**config.mk**
```make
export PLATFORM = sky130hd
export DESIGN_NAME = lcd_hd44780_writer
export DESIGN_NICKNAME = d
export VERILOG_FILES = /design/src/rtl/lcd_hd44780_pkg.sv /design/src/rtl/lcd_bus_cycle.sv /design/src/rtl/lcd_hd44780_writer.sv
export SDC_FILE = /design/constraint.sdc
export NUM_CORES = 1
export LEC_CHECK = 0
export BUFFER_PORTS_ARGS = -buffer_cell sky130_fd_sc_hd__buf_2
export CAP_MARGIN = 20
export CORE_MARGIN = 3
export CORE_UTILIZATION = 50
export CTS_CLUSTER_SIZE = 16
export DETAILED_ROUTE_END_ITERATION = 8
export GPL_ROUTABILITY_DRIVEN = 0
export PLACE_DENSITY = 0.7
export SLEW_MARGIN = 30
export SYNTH_ARGS = -nofsm -noshare
export SYNTH_HDL_FRONTEND = slang
export SYNTH_HIERARCHICAL = 1
export SYNTH_SLANG_ARGS = --single-unit
export TNS_END_PERCENT = 30
```
**constraint.sdc**
```tcl
create_clock -name iCLK -period 2.4 [get_ports iCLK]
set_input_delay 0.12 -clock iCLK [delete_from_list [all_inputs] [get_ports iCLK]]
set_output_delay 0.12 -clock iCLK [all_outputs]
set_load 0.01 [all_outputs]
```
**src/rtl/lcd_hd44780_pkg.sv**
```systemverilog
// Shared types and constants for the HD44780 character-LCD write driver.
// Holds the power-on init ROM and the long-command decode.
package lcd_hd44780_pkg;

  localparam int CNT_W    = 17;
  localparam int INIT_LEN = 4;
  localparam int IDX_W    = 2;

  localparam logic [7:0] CMD_CLEAR = 8'h01;
  localparam logic [7:0] CMD_HOME  = 8'h02;

  // Element 0 is sent first: function set, display on, clear, entry mode.
  localparam logic [INIT_LEN-1:0][7:0] INIT_ROM = {8'h06, 8'h01, 8'h0C, 8'h38};

  // Top-level sequencing; BUS_CYCLE covers the whole strobe/settle of one byte.
  typedef enum logic [1:0] {WAIT_START, LOAD, BUS_CYCLE, READY} state_t;

  // Per-byte bus timing phases.
  typedef enum logic [2:0] {IDLE, SETUP, EN_HIGH, EN_LOW, SETTLE} phase_t;

  // Clear and return-home (0x02/0x03) need the long execution wait.
  function automatic logic is_long_cmd(input logic rs, input logic [7:0] data);
    return !rs && ((data == CMD_CLEAR) || (data == CMD_HOME) || (data == (CMD_HOME | 8'h01)));
  endfunction

endpackage

```
**src/rtl/lcd_bus_cycle.sv**
```systemverilog
// Drives one LCD write: RS/DATA setup, EN strobe, EN low, then execution wait.
// Pulses done on the last settle cycle so the sequencer can reload without a gap.
module lcd_bus_cycle
  import lcd_hd44780_pkg::*;
#(
  parameter int unsigned EN_CYCLES     = 16,
  parameter int unsigned SETUP_CYCLES  = 2,
  parameter int unsigned SETTLE_CYCLES = 2000,
  parameter int unsigned CLEAR_CYCLES  = 100000
) (
  input  logic       iCLK,
  input  logic       FORCE_RESET,
  input  logic       start,
  input  logic       rs,
  input  logic [7:0] data,
  input  logic       long_wait,
  output logic       done,
  output logic       lcd_rs,
  output logic [7:0] lcd_data,
  output logic       lcd_en
);

  localparam logic [CNT_W-1:0] SETUP_LAST  = CNT_W'(SETUP_CYCLES - 1);
  localparam logic [CNT_W-1:0] EN_LAST     = CNT_W'(EN_CYCLES - 1);
  localparam logic [CNT_W-1:0] SETTLE_LAST = CNT_W'(SETTLE_CYCLES - 1);
  localparam logic [CNT_W-1:0] CLEAR_LAST  = CNT_W'(CLEAR_CYCLES - 1);

  phase_t           phase_reg, phase_next;
  logic [CNT_W-1:0] cnt_reg, cnt_next;
  logic             en_reg, en_next;
  logic             rs_reg, long_reg;
  logic [7:0]       data_reg;
  logic [CNT_W-1:0] settle_last;

  assign settle_last = long_reg ? CLEAR_LAST : SETTLE_LAST;

  always_comb begin
    phase_next = phase_reg;
    cnt_next   = (cnt_reg == '1) ? cnt_reg : cnt_reg + 1'b1;
    en_next    = en_reg;
    done       = 1'b0;
    case (phase_reg)
      IDLE: begin
        cnt_next = '0;
        if (start) phase_next = SETUP;
      end
      SETUP: if (cnt_reg == SETUP_LAST) begin
        phase_next = EN_HIGH;
        cnt_next   = '0;
        en_next    = 1'b1;
      end
      EN_HIGH: if (cnt_reg == EN_LAST) begin
        phase_next = EN_LOW;
        cnt_next   = '0;
        en_next    = 1'b0;
      end
      EN_LOW: begin
        phase_next = SETTLE;
        cnt_next   = '0;
      end
      SETTLE: if (cnt_reg == settle_last) begin
        phase_next = IDLE;
        cnt_next   = '0;
        done       = 1'b1;
      end
      default: begin
        phase_next = IDLE;
        cnt_next   = '0;
        en_next    = 1'b0;
      end
    endcase
  end

  // Async clear keeps the strobe from ever being left high across a reset.
  always_ff @(posedge iCLK or negedge FORCE_RESET) begin
    if (!FORCE_RESET) begin
      phase_reg <= IDLE;
      cnt_reg   <= '0;
      en_reg    <= 1'b0;
      rs_reg    <= 1'b0;
      long_reg  <= 1'b0;
      data_reg  <= 8'h00;
    end else begin
      phase_reg <= phase_next;
      cnt_reg   <= cnt_next;
      en_reg    <= en_next;
      if (phase_reg == IDLE && start) begin
        rs_reg   <= rs;
        data_reg <= data;
        long_reg <= long_wait;
      end
    end
  end

  assign lcd_rs   = rs_reg;
  assign lcd_data = data_reg;
  assign lcd_en   = en_reg;

endmodule

```
**src/rtl/lcd_hd44780_writer.sv**
```systemverilog
// HD44780 8-bit write-only driver: runs the power-on init sequence on iSTART,
// then forwards single host bytes over a ready/valid handshake.
module lcd_hd44780_writer
  import lcd_hd44780_pkg::*;
#(
  parameter int unsigned EN_CYCLES     = 16,
  parameter int unsigned SETUP_CYCLES  = 2,
  parameter int unsigned SETTLE_CYCLES = 2000,
  parameter int unsigned CLEAR_CYCLES  = 100000
) (
  input  logic       iCLK,
  input  logic       FORCE_RESET,
  input  logic       iSTART,
  input  logic       i_valid,
  input  logic       i_rs,
  input  logic [7:0] i_data,
  output logic       o_ready,
  output logic       o_init_done,
  output logic [7:0] LCD_DATA,
  output logic       LCD_RS,
  output logic       LCD_RW,
  output logic       LCD_EN
);

  state_t           state_reg, state_next;
  logic [IDX_W-1:0] idx_reg, idx_next;
  logic             init_done_reg, init_done_next;
  logic             ready_reg;
  logic             host_rs_reg;
  logic [7:0]       host_data_reg;
  logic             cur_rs;
  logic [7:0]       cur_data;
  logic             bus_done;

  assign cur_rs   = init_done_reg ? host_rs_reg : 1'b0;
  assign cur_data = init_done_reg ? host_data_reg : INIT_ROM[idx_reg];

  always_comb begin
    state_next     = state_reg;
    idx_next       = idx_reg;
    init_done_next = init_done_reg;
    case (state_reg)
      WAIT_START: if (iSTART) begin
        idx_next   = '0;
        state_next = LOAD;
      end
      LOAD: state_next = BUS_CYCLE;
      BUS_CYCLE: if (bus_done) begin
        if (init_done_reg) begin
          state_next = READY;
        end else if (idx_reg == IDX_W'(INIT_LEN - 1)) begin
          init_done_next = 1'b1;
          state_next     = READY;
        end else begin
          idx_next   = idx_reg + 1'b1;
          state_next = LOAD;
        end
      end
      READY: if (i_valid) state_next = LOAD;
      default: state_next = WAIT_START;
    endcase
  end

  // o_ready is registered from the next state so it drops the cycle after accept.
  always_ff @(posedge iCLK or negedge FORCE_RESET) begin
    if (!FORCE_RESET) begin
      state_reg     <= WAIT_START;
      idx_reg       <= '0;
      init_done_reg <= 1'b0;
      ready_reg     <= 1'b0;
      host_rs_reg   <= 1'b0;
      host_data_reg <= 8'h00;
    end else begin
      state_reg     <= state_next;
      idx_reg       <= idx_next;
      init_done_reg <= init_done_next;
      ready_reg     <= (state_next == READY);
      if (state_reg == READY && i_valid) begin
        host_rs_reg   <= i_rs;
        host_data_reg <= i_data;
      end
    end
  end

  lcd_bus_cycle #(
    .EN_CYCLES    (EN_CYCLES),
    .SETUP_CYCLES (SETUP_CYCLES),
    .SETTLE_CYCLES(SETTLE_CYCLES),
    .CLEAR_CYCLES (CLEAR_CYCLES)
  ) u_bus (
    .iCLK       (iCLK),
    .FORCE_RESET(FORCE_RESET),
    .start      (state_reg == LOAD),
    .rs         (cur_rs),
    .data       (cur_data),
    .long_wait  (is_long_cmd(cur_rs, cur_data)),
    .done       (bus_done),
    .lcd_rs     (LCD_RS),
    .lcd_data   (LCD_DATA),
    .lcd_en     (LCD_EN)
  );

  assign o_ready     = ready_reg;
  assign o_init_done = init_done_reg;
  assign LCD_RW      = 1'b0;

endmodule

```
==> results of run 1 <==
-- cells in the mapped netlist (2+ instances only) --
| cell type | instances |
|---|---|
| dfrtp_1 | 46 |
| nor2_1 | 28 |
| mux2_2 | 21 |
| nand2_1 | 18 |
| nand3_1 | 9 |
| clkbuf_1 | 8 |
| a21oi_1 | 7 |
| ha_1 | 7 |
| o21ai_0 | 7 |
| xnor2_1 | 7 |
| inv_1 | 6 |
| nand2b_1 | 6 |
| a211oi_1 | 4 |
| and2_1 | 4 |
| nand4_1 | 4 |
| or4_1 | 4 |
| xor2_1 | 4 |
| a311oi_1 | 3 |
| nor3_1 | 3 |
| nor4b_1 | 3 |
| o211ai_1 | 3 |
| a31oi_1 | 2 |
| and3_1 | 2 |
| o21a_1 | 2 |
| o32a_1 | 2 |
-- what timing repair did --
item | in CTS | in global routing
endpoints found under the setup margin | 18 | 22
setup buffers | 1 | 1
endpoints found under the hold margin | 46 | 0
resized for setup | 7 | 7
pin swaps | 5 | 4
gates cloned | 0 | 1
hold buffers | 1 | 0
-- worst max-delay path by stage --
stage,slack [ns],end,from,depth (start not counted)
finish,-0.27,u_bus/cnt_reg[7],u_bus/cnt_reg[6],6
global route,-0.33,u_bus/cnt_reg[4],u_bus/cnt_reg[6],6
CTS,-0.21,u_bus/cnt_reg[15],u_bus/cnt_reg[14],6
detailed placement,-0.23,u_bus/cnt_reg[15],u_bus/cnt_reg[14],6
global placement,-0.17,u_bus/cnt_reg[11],u_bus/cnt_reg[14],6
floorplan,-0.25,u_bus/cnt_reg[10],u_bus/cnt_reg[12],6
-- metal layers --
metal | wire, um | GRT usage, %
met3 | 278 | 4.49
met1 | 2590 | 30.3
met5 | 0 | 0
met4 | 124 | 6.41
met2 | 2370 | 31.0
-- metrics by stage --
step                area, um^2  cells
floorplan                 2440    235
global placement          2770    337
detailed placement        2770    337
CTS                       2900    347
global route              2950    349
finish                    2950    349
-- power groups by stage --
stage                     Sequential (mW)  Clock [mW]  Combinational, mW
after floorplan                     0.790           0            0.00269
after global placement              0.790           0             0.0259
after detailed placement            0.790           0             0.0274
after CTS                           0.774       0.492             0.0288
after global routing                0.774       0.526             0.0323
final                               0.774       0.476             0.0271
-- cell type report --
type	count	share of cell area [%]
clock buffers	5	2.33
clock inverters	3	0.721
well taps	65	2.76
inverters	6	0.764
repair buffers	51	11.3
flip-flops and latches	46	39.0
multi-input cells	173	43.1
-- kinds of logic (layout without fill, tap and decap cells) --
group                      after synthesis  count (layout)  share of synthesized area, %
xor gates and xnor gates                11              11                          3.95
adders and majority gates                7               7                          3.60
AOI/OAI and AO/OA                       41              41                          12.5
muxes                                   21              21                          9.71
DFF                                     46              46                          47.3
and+or+nand+nor                         92              92                          19.9
other                                    1               1                         0.154
buffers and inverters                   16              65                          2.93
==> flow_metrics.tcl, run 1 <==
set metrics [dict create \
    reg2regPathDepth 6 \
    synth_area_leaders "dfrtp_1 47%, mux2_2 9.7%, nor2_1 4.3%, ha_1 3.6%, nand2_1 2.8%" \
    max-vdd-ir-drop_mv 0.333 \
    pwr-share-comb_pct 2.1 \
    crit_family "simple AND/OR/NAND/NOR gates" \
    tns_ns -4.25 \
    grt.total_usage_pct 20.8 \
    power_leakage_nw 1.35 \
    initial_core_util_pct 53.7 \
    drc 0 \
    r2r-end "u_bus/cnt_reg[7]" \
    violations "setup timing" \
    min_path_type "primary input to flip-flop" \
    r2r-start "u_bus/cnt_reg[6]" \
    whs_endpoint "host_data_reg[5]" \
    synthToLayoutAreaGrowth_pct 21.1 \
    vias 1987 \
    tritoncts "yes" \
    worstPathCellList "or4_1, or4_4, or4b_4, a211oi_4, buf_6, a21oi_1" \
    yosys.area.top_type "dfrtp_1" \
    fin_crit_ns 2.67 \
    critical_path_required_ns 2.57 \
    dpl_worst_slack_ns -0.230 \
    seq_area_frac_synth_pct 47.3 \
    dieArea_um2 5750 \
    setup_violations 19 \
    path_clk_slew_ns 0.09 \
    worstMarginPinSlew_ns 0.575 \
    routed_wirelength_mm 5.36 \
    synth_top_area_share_pct 47.3 \
    cpMaxStageDelayCell "or4_1" \
    num_io_pins 26 \
    layout_common_cells "46 x dfrtp_1, 26 x nor2_1, 24 x buf_2, 24 x buf_4, 21 x mux2_2" \
    internal_power_mw 0.988 \
    antenna_found_initial 0 \
    synth_edf_count 0 \
    power.net_switching_mw 0.289 \
    num-nets-final 303 \
    largest_reg_flops 17 \
    die_h_um 75.8 \
    avgSynthCellArea_um2 10.4 \
    hold_viol 0 \
    swShare_pct 22.7 \
    synthArstFlopShare_pct 100 \
    first_global_vias 1885 \
    synth_seq_cells 46 \
    finClkSkew_ns 0.00678 \
    numClockSinks 46 \
    num_antenna_cells 0 \
    critPathArrivalTime_ns 2.84 \
    p_clk_share_pct 37.2 \
    syn_area_um2 2440 \
    register_area_um2 1150 \
    seq_power_share_pct 60.6 \
    fin_util_pct 65.0 \
    portBuffers 24 \
    place_hpwl_mm 3.75 \
    total_power_mw 1.28 \
    criticalPathCategory "flip-flop to flip-flop" \
    startpoint_type "flip-flop" \
    insertion_delay_ns 0.30 \
    max_slew_margin_pct 61.7 \
    gr-total-overflow 0 \
    critPathBufInv 1 \
    viasPerCell 5.69 \
    rows 24 \
    synth-main-ff-cell "dfrtp_1" \
    wl_per_cell_um 15.4 \
    drtIter0Drc 118 \
    dieWidth_um 75.8 \
    cts_made_buffers 5 \
    max_freq_mhz 375 \
    holdWs_ns 0.0411 \
    hold_start "i_data[5]" \
    crit_fanout 8 \
    syn_nets 255 \
    firstDrtPassIters 4 \
    critPathCaptureType "flip-flop" \
    grt_first_pass_wirelength_mm 8.96 \
    cts-root-buf "clkbuf_8" \
    rsz0062_at_grt "yes" \
    fp.coreArea_um2 4530 \
    setup_slack_ns -0.266 \
    n_fill_cell 367 \
    period_share_pct 111 \
    ys_warn_count 6 \
    grt_max_degree 47 \
    post_route_cells_drive_above_1_share_pct 33.8 \
    critPathMaxStageDelay_ns 0.54 \
    drv_cap 0 \
    p_per_area_nw_per_um2 433 \
    ant_nets 0 \
    reg2reg_slack_ns -0.27 \
    multi_input_comb_area_um2 1270 \
    clockBufferDepth 2 \
    netlist_instances 235 \
    synth_cell_type_count 50 \
    hold_depth 2 \
    slew_viol_final 0 \
    ctsHtreeMaxLevel 2 \
    outcome "finished, violations left" \
    layout_commonest_cell "dfrtp_1" \
]
Power figures use the tool's default switching activity.
==> run 2, diff against run 1 <==
Settings changed: CELL_PAD_IN_SITES_DETAIL_PLACEMENT set to 0, CELL_PAD_IN_SITES_GLOBAL_PLACEMENT set to 2, CORE_UTILIZATION 50 to 34, PLACE_DENSITY 0.7 to 0.73.
==> flow_metrics.tcl, run 2 (same netlist as run 1, synthesis figures left out) <==
set metrics [dict create \
    viasPerCell 4.98 \
    fp.coreArea_um2 6870 \
    dieWidth_um 90.6 \
    drc 0 \
    setup_violations 17 \
    reg2reg_slack_ns -0.22 \
    clockBufferDepth 2 \
    crit_fanout 7 \
    worstPathCellList "or4_4, or4_4, or4b_4, a211oi_4, buf_6, a211oi_1" \
    startpoint_type "flip-flop" \
    synthToLayoutAreaGrowth_pct 21.0 \
    tritoncts "yes" \
    fin_crit_ns 2.62 \
    violations "setup timing" \
    critPathArrivalTime_ns 2.79 \
    grt.total_usage_pct 14.2 \
    ctsHtreeMaxLevel 2 \
    place_hpwl_mm 4.05 \
    gr-total-overflow 0 \
    slew_viol_final 0 \
    fin_area_um2 2950 \
    dp.cells 368 \
    critPathMaxStageDelay_ns 0.54 \
    num_antenna_cells 0 \
    outcome "finished, violations left" \
    cts_setup_buffers 0 \
    setup_slack_ns -0.216 \
    finClkSkew_ns 0.00407 \
    hold_viol 0 \
    min_path_type "primary input to flip-flop" \
    register_area_um2 1150 \
    crit_family "simple AND/OR/NAND/NOR gates" \
    multi_input_comb_area_um2 1250 \
    cpMostUsedCell "or4_4" \
    layout_commonest_cell "dfrtp_1" \
    num-nets-final 300 \
    criticalPathCategory "flip-flop to flip-flop" \
    worstMarginPinSlew_ns 0.550 \
    cts-root-buf "clkbuf_8" \
    dieArea_um2 8220 \
    first_global_vias 1884 \
    max_freq_mhz 382 \
    n_fill_cell 672 \
    final_cells 377 \
    critPathBufInv 1 \
    die_h_um 90.6 \
    vias 1877 \
    p_per_area_nw_per_um2 443 \
    initial_core_util_pct 35.5 \
    firstDrtPassIters 4 \
    rows 30 \
    period_share_pct 109 \
    largest_reg_flops 17 \
    numClockSinks 46 \
    place_area_um2 2810 \
    max_slew_margin_pct 63.2 \
    critPathCaptureType "flip-flop" \
    cpMaxStageDelayCell "or4_4" \
    critical_path_required_ns 2.58 \
    ant_nets 0 \
    drtIter0Drc 74 \
    cts_made_buffers 5 \
    power_leakage_nw 1.34 \
    insertion_delay_ns 0.30 \
    post_route_cells_drive_above_1_share_pct 31.3 \
    drv_cap 0 \
    antenna_found_initial 0 \
    holdWs_ns 0.0396 \
    path_clk_slew_ns 0.10 \
    grt_first_pass_wirelength_mm 9.36 \
    dpl_worst_slack_ns -0.244 \
    max-vdd-ir-drop_mv 0.231 \
    num_io_pins 26 \
    fin_util_pct 42.9 \
    grt_max_degree 29 \
    routed_wirelength_mm 5.52 \
    rsz0062_at_grt "yes" \
    wl_per_cell_um 14.6 \
    layout_common_cells "46 x dfrtp_1, 28 x nor2_1, 24 x buf_2, 21 x mux2_2, 21 x buf_4" \
    portBuffers 24 \
]
==> run 2: layer usage <==
layer / share of wire (%) / track usage [%] / wire (um) / vias up
li1: - / - / - / 934
met1: 50 / 19.7 / 2740 / 913
met2: 46 / 22.0 / 2540 / 26
met3: 2.9 / 2.83 / 159 / 4
met4: 1.4 / 4.72 / 80 / 0
met5: 0 / 0 / 0 / -
==> run 2: final timing paths <==
path | cells past startpoint | startpoint | end
worst max-delay path | 6 | u_bus/cnt_reg[14] | u_bus/cnt_reg[1]
worst min-delay path | 2 | i_data[4] | host_data_reg[4]
worst max register to register | 6 | u_bus/cnt_reg[14] | u_bus/cnt_reg[1]
worst min register to register | 1 | u_bus/lcd_data[0] | u_bus/lcd_data[0]
max in group asynchronous | 3 | FORCE_RESET | u_bus/cnt_reg[9]
min in group asynchronous | 2 | FORCE_RESET | state_reg[0]
==> run 2: layout make-up <==
class | count | share of cell area (%)
clock buffer | 5 | 2.34
clock inverter | 3 | 0.849
inverter | 6 | 0.764
multi-input combinational | 173 | 42.4
sequential | 46 | 39.1
tap | 96 | 4.08
timing repair buffer | 48 | 10.5
==> run 2: per-stage QoR <==
stage | setup TNS (ns) | total power, mW
floorplan | -3.40 | 0.793
global placement | -3.22 | 0.819
detailed placement | -3.72 | 0.819
CTS | -3.47 | 1.33
global route | -4.51 | 1.36
finish | -3.38 | 1.31
==> run 2: repair_timing <==
item / in CTS / in global routing
resized for setup: 4 / 3
endpoints found under the hold margin: 18 / 0
pin swaps: 3 / 0
endpoints found under the setup margin: 18 / 21
hold buffers: 1 / 0
==> run 2: power by group <==
part / internal [mW] / switching [mW]
logic: 0.00911 / 0.0191
clock network: 0.211 / 0.293
registers: 0.774 / 0
total: 0.994 / 0.312
==> run 3, diff against run 2 <==
Settings changed: CORE_MARGIN 3 to 2.
==> flow_metrics.tcl, run 3 (same netlist as run 1, synthesis figures left out) <==
set metrics [dict create \
    num_io_pins 26 \
    outcome "finished, violations left" \
    drtIter0Drc 101 \
    rows 30 \
    layout_commonest_cell "dfrtp_1" \
    layout_common_cells "46 x dfrtp_1, 27 x nor2_1, 27 x buf_4, 24 x buf_2, 21 x mux2_2" \
    max_slew_margin_pct 65.0 \
    pwr-share-comb_pct 2.2 \
    viasPerCell 5.00 \
    critPathBufInv 1 \
    rsz0062_at_grt "yes" \
    path_clk_slew_ns 0.10 \
    portBuffers 24 \
    wl_per_cell_um 14.6 \
    dieArea_um2 7860 \
    grt_first_pass_wirelength_mm 9.30 \
    startpoint_type "flip-flop" \
    grt_max_degree 28 \
    total_power_mw 1.32 \
    clockBufferDepth 2 \
    antenna_found_initial 0 \
    setup_slack_ns -0.209 \
    place_hpwl_mm 4.08 \
    setup_violations 18 \
    crit_fanout 8 \
    max-vdd-ir-drop_mv 0.192 \
    critPathArrivalTime_ns 2.79 \
    dp.cells 371 \
    final_cells 383 \
    crit_family "simple AND/OR/NAND/NOR gates" \
    insertion_delay_ns 0.30 \
    ctsHtreeMaxLevel 2 \
    numClockSinks 46 \
    hold_depth 2 \
    critPathMaxStageDelay_ns 0.53 \
    reg2regPathDepth 6 \
    gr-total-overflow 0 \
    largest_reg_flops 17 \
    ant_nets 0 \
    reg2reg_slack_ns -0.21 \
    p_clk_share_pct 39.4 \
    fin_crit_ns 2.61 \
    swShare_pct 24.4 \
    criticalPathCategory "flip-flop to flip-flop" \
    p_per_area_nw_per_um2 444 \
    crit_cells 6 \
    period_share_pct 109 \
    synthToLayoutAreaGrowth_pct 22.5 \
    max_freq_mhz 383 \
    fin_util_pct 43.4 \
    n_fill_cell 678 \
    internal_power_mw 1.00 \
    min_path_type "primary input to flip-flop" \
    first_global_vias 1889 \
    critPathCaptureType "flip-flop" \
    cpMostUsedCell "or4_4" \
    fp.coreArea_um2 6870 \
    drv_cap 0 \
    num_antenna_cells 0 \
    routed_wirelength_mm 5.58 \
    critical_path_required_ns 2.58 \
    drc 0 \
    tns_ns -3.36 \
    power.net_switching_mw 0.323 \
    die_h_um 88.6 \
    vias 1916 \
    cts-root-buf "clkbuf_8" \
    initial_core_util_pct 35.5 \
    dieWidth_um 88.6 \
    violations "setup timing" \
    grt.total_usage_pct 15.4 \
    num-nets-final 306 \
    place_area_um2 2830 \
    slew_viol_final 0 \
    worstPathCellList "or4_4, or4_4, or4b_4, a211oi_4, buf_6, a21oi_2" \
    hold_viol 0 \
    cts_made_buffers 5 \
    holdWs_ns 0.0358 \
    fin_area_um2 2980 \
    tritoncts "yes" \
    finClkSkew_ns 0.00930 \
    power_leakage_nw 1.36 \
    seq_power_share_pct 58.4 \
    firstDrtPassIters 4 \
    post_route_cells_drive_above_1_share_pct 33.1 \
    cpMaxStageDelayCell "or4_4" \
    worstMarginPinSlew_ns 0.524 \
    dpl_worst_slack_ns -0.234 \
]
-- run 3: final cells by class --
| type | instances | area [um^2] | share of cell area, % |
|---|---|---|---|
| clock buffers | 5 | 68.8 | 2.31 |
| clock inverters | 3 | 28.8 | 0.964 |
| inverters | 6 | 22.5 | 0.755 |
| multi-input cells | 173 | 1240 | 41.5 |
| flip-flops and latches | 46 | 1150 | 38.6 |
| well taps | 96 | 120 | 4.03 |
| repair buffers | 54 | 355 | 11.9 |
-- run 3: what timing repair did --
action	CTS	global route
hold endpoints to repair	19	0
pin swaps	7	1
gates cloned	1	0
endpoints found under the setup margin	19	19
gates resized for setup	7	1
hold buffers	1	0
setup buffers	1	1
-- run 3: power by group through the flow --
stage / Sequential (mW) / Clock [mW] / Combinational [mW]
floorplan: 0.790 / 0 / 0.00269
global placement: 0.790 / 0 / 0.0286
detailed placement: 0.790 / 0 / 0.0288
CTS: 0.774 / 0.538 / 0.0304
global route: 0.775 / 0.574 / 0.0335
finish: 0.774 / 0.522 / 0.0285
-- run 3: final timing paths --
check,endpoint,from
worst max-delay path,u_bus/cnt_reg[15],u_bus/cnt_reg[6]
worst min-delay path,host_data_reg[6],i_data[6]
worst max register to register,u_bus/cnt_reg[15],u_bus/cnt_reg[6]
worst min register to register,u_bus/lcd_data[1],u_bus/lcd_data[1]
max in group asynchronous,u_bus/cnt_reg[9],FORCE_RESET
min in group asynchronous,state_reg[1],FORCE_RESET
-- run 3: metal layers --
metal | wire length, um | up-vias | GRT usage (%)
met3 | 117 | 6 | 2.52
met1 | 2840 | 924 | 21.7
li1 | - | 955 | -
met4 | 96 | 0 | 5.37
met5 | 0 | - | 0
met2 | 2520 | 31 | 23.9
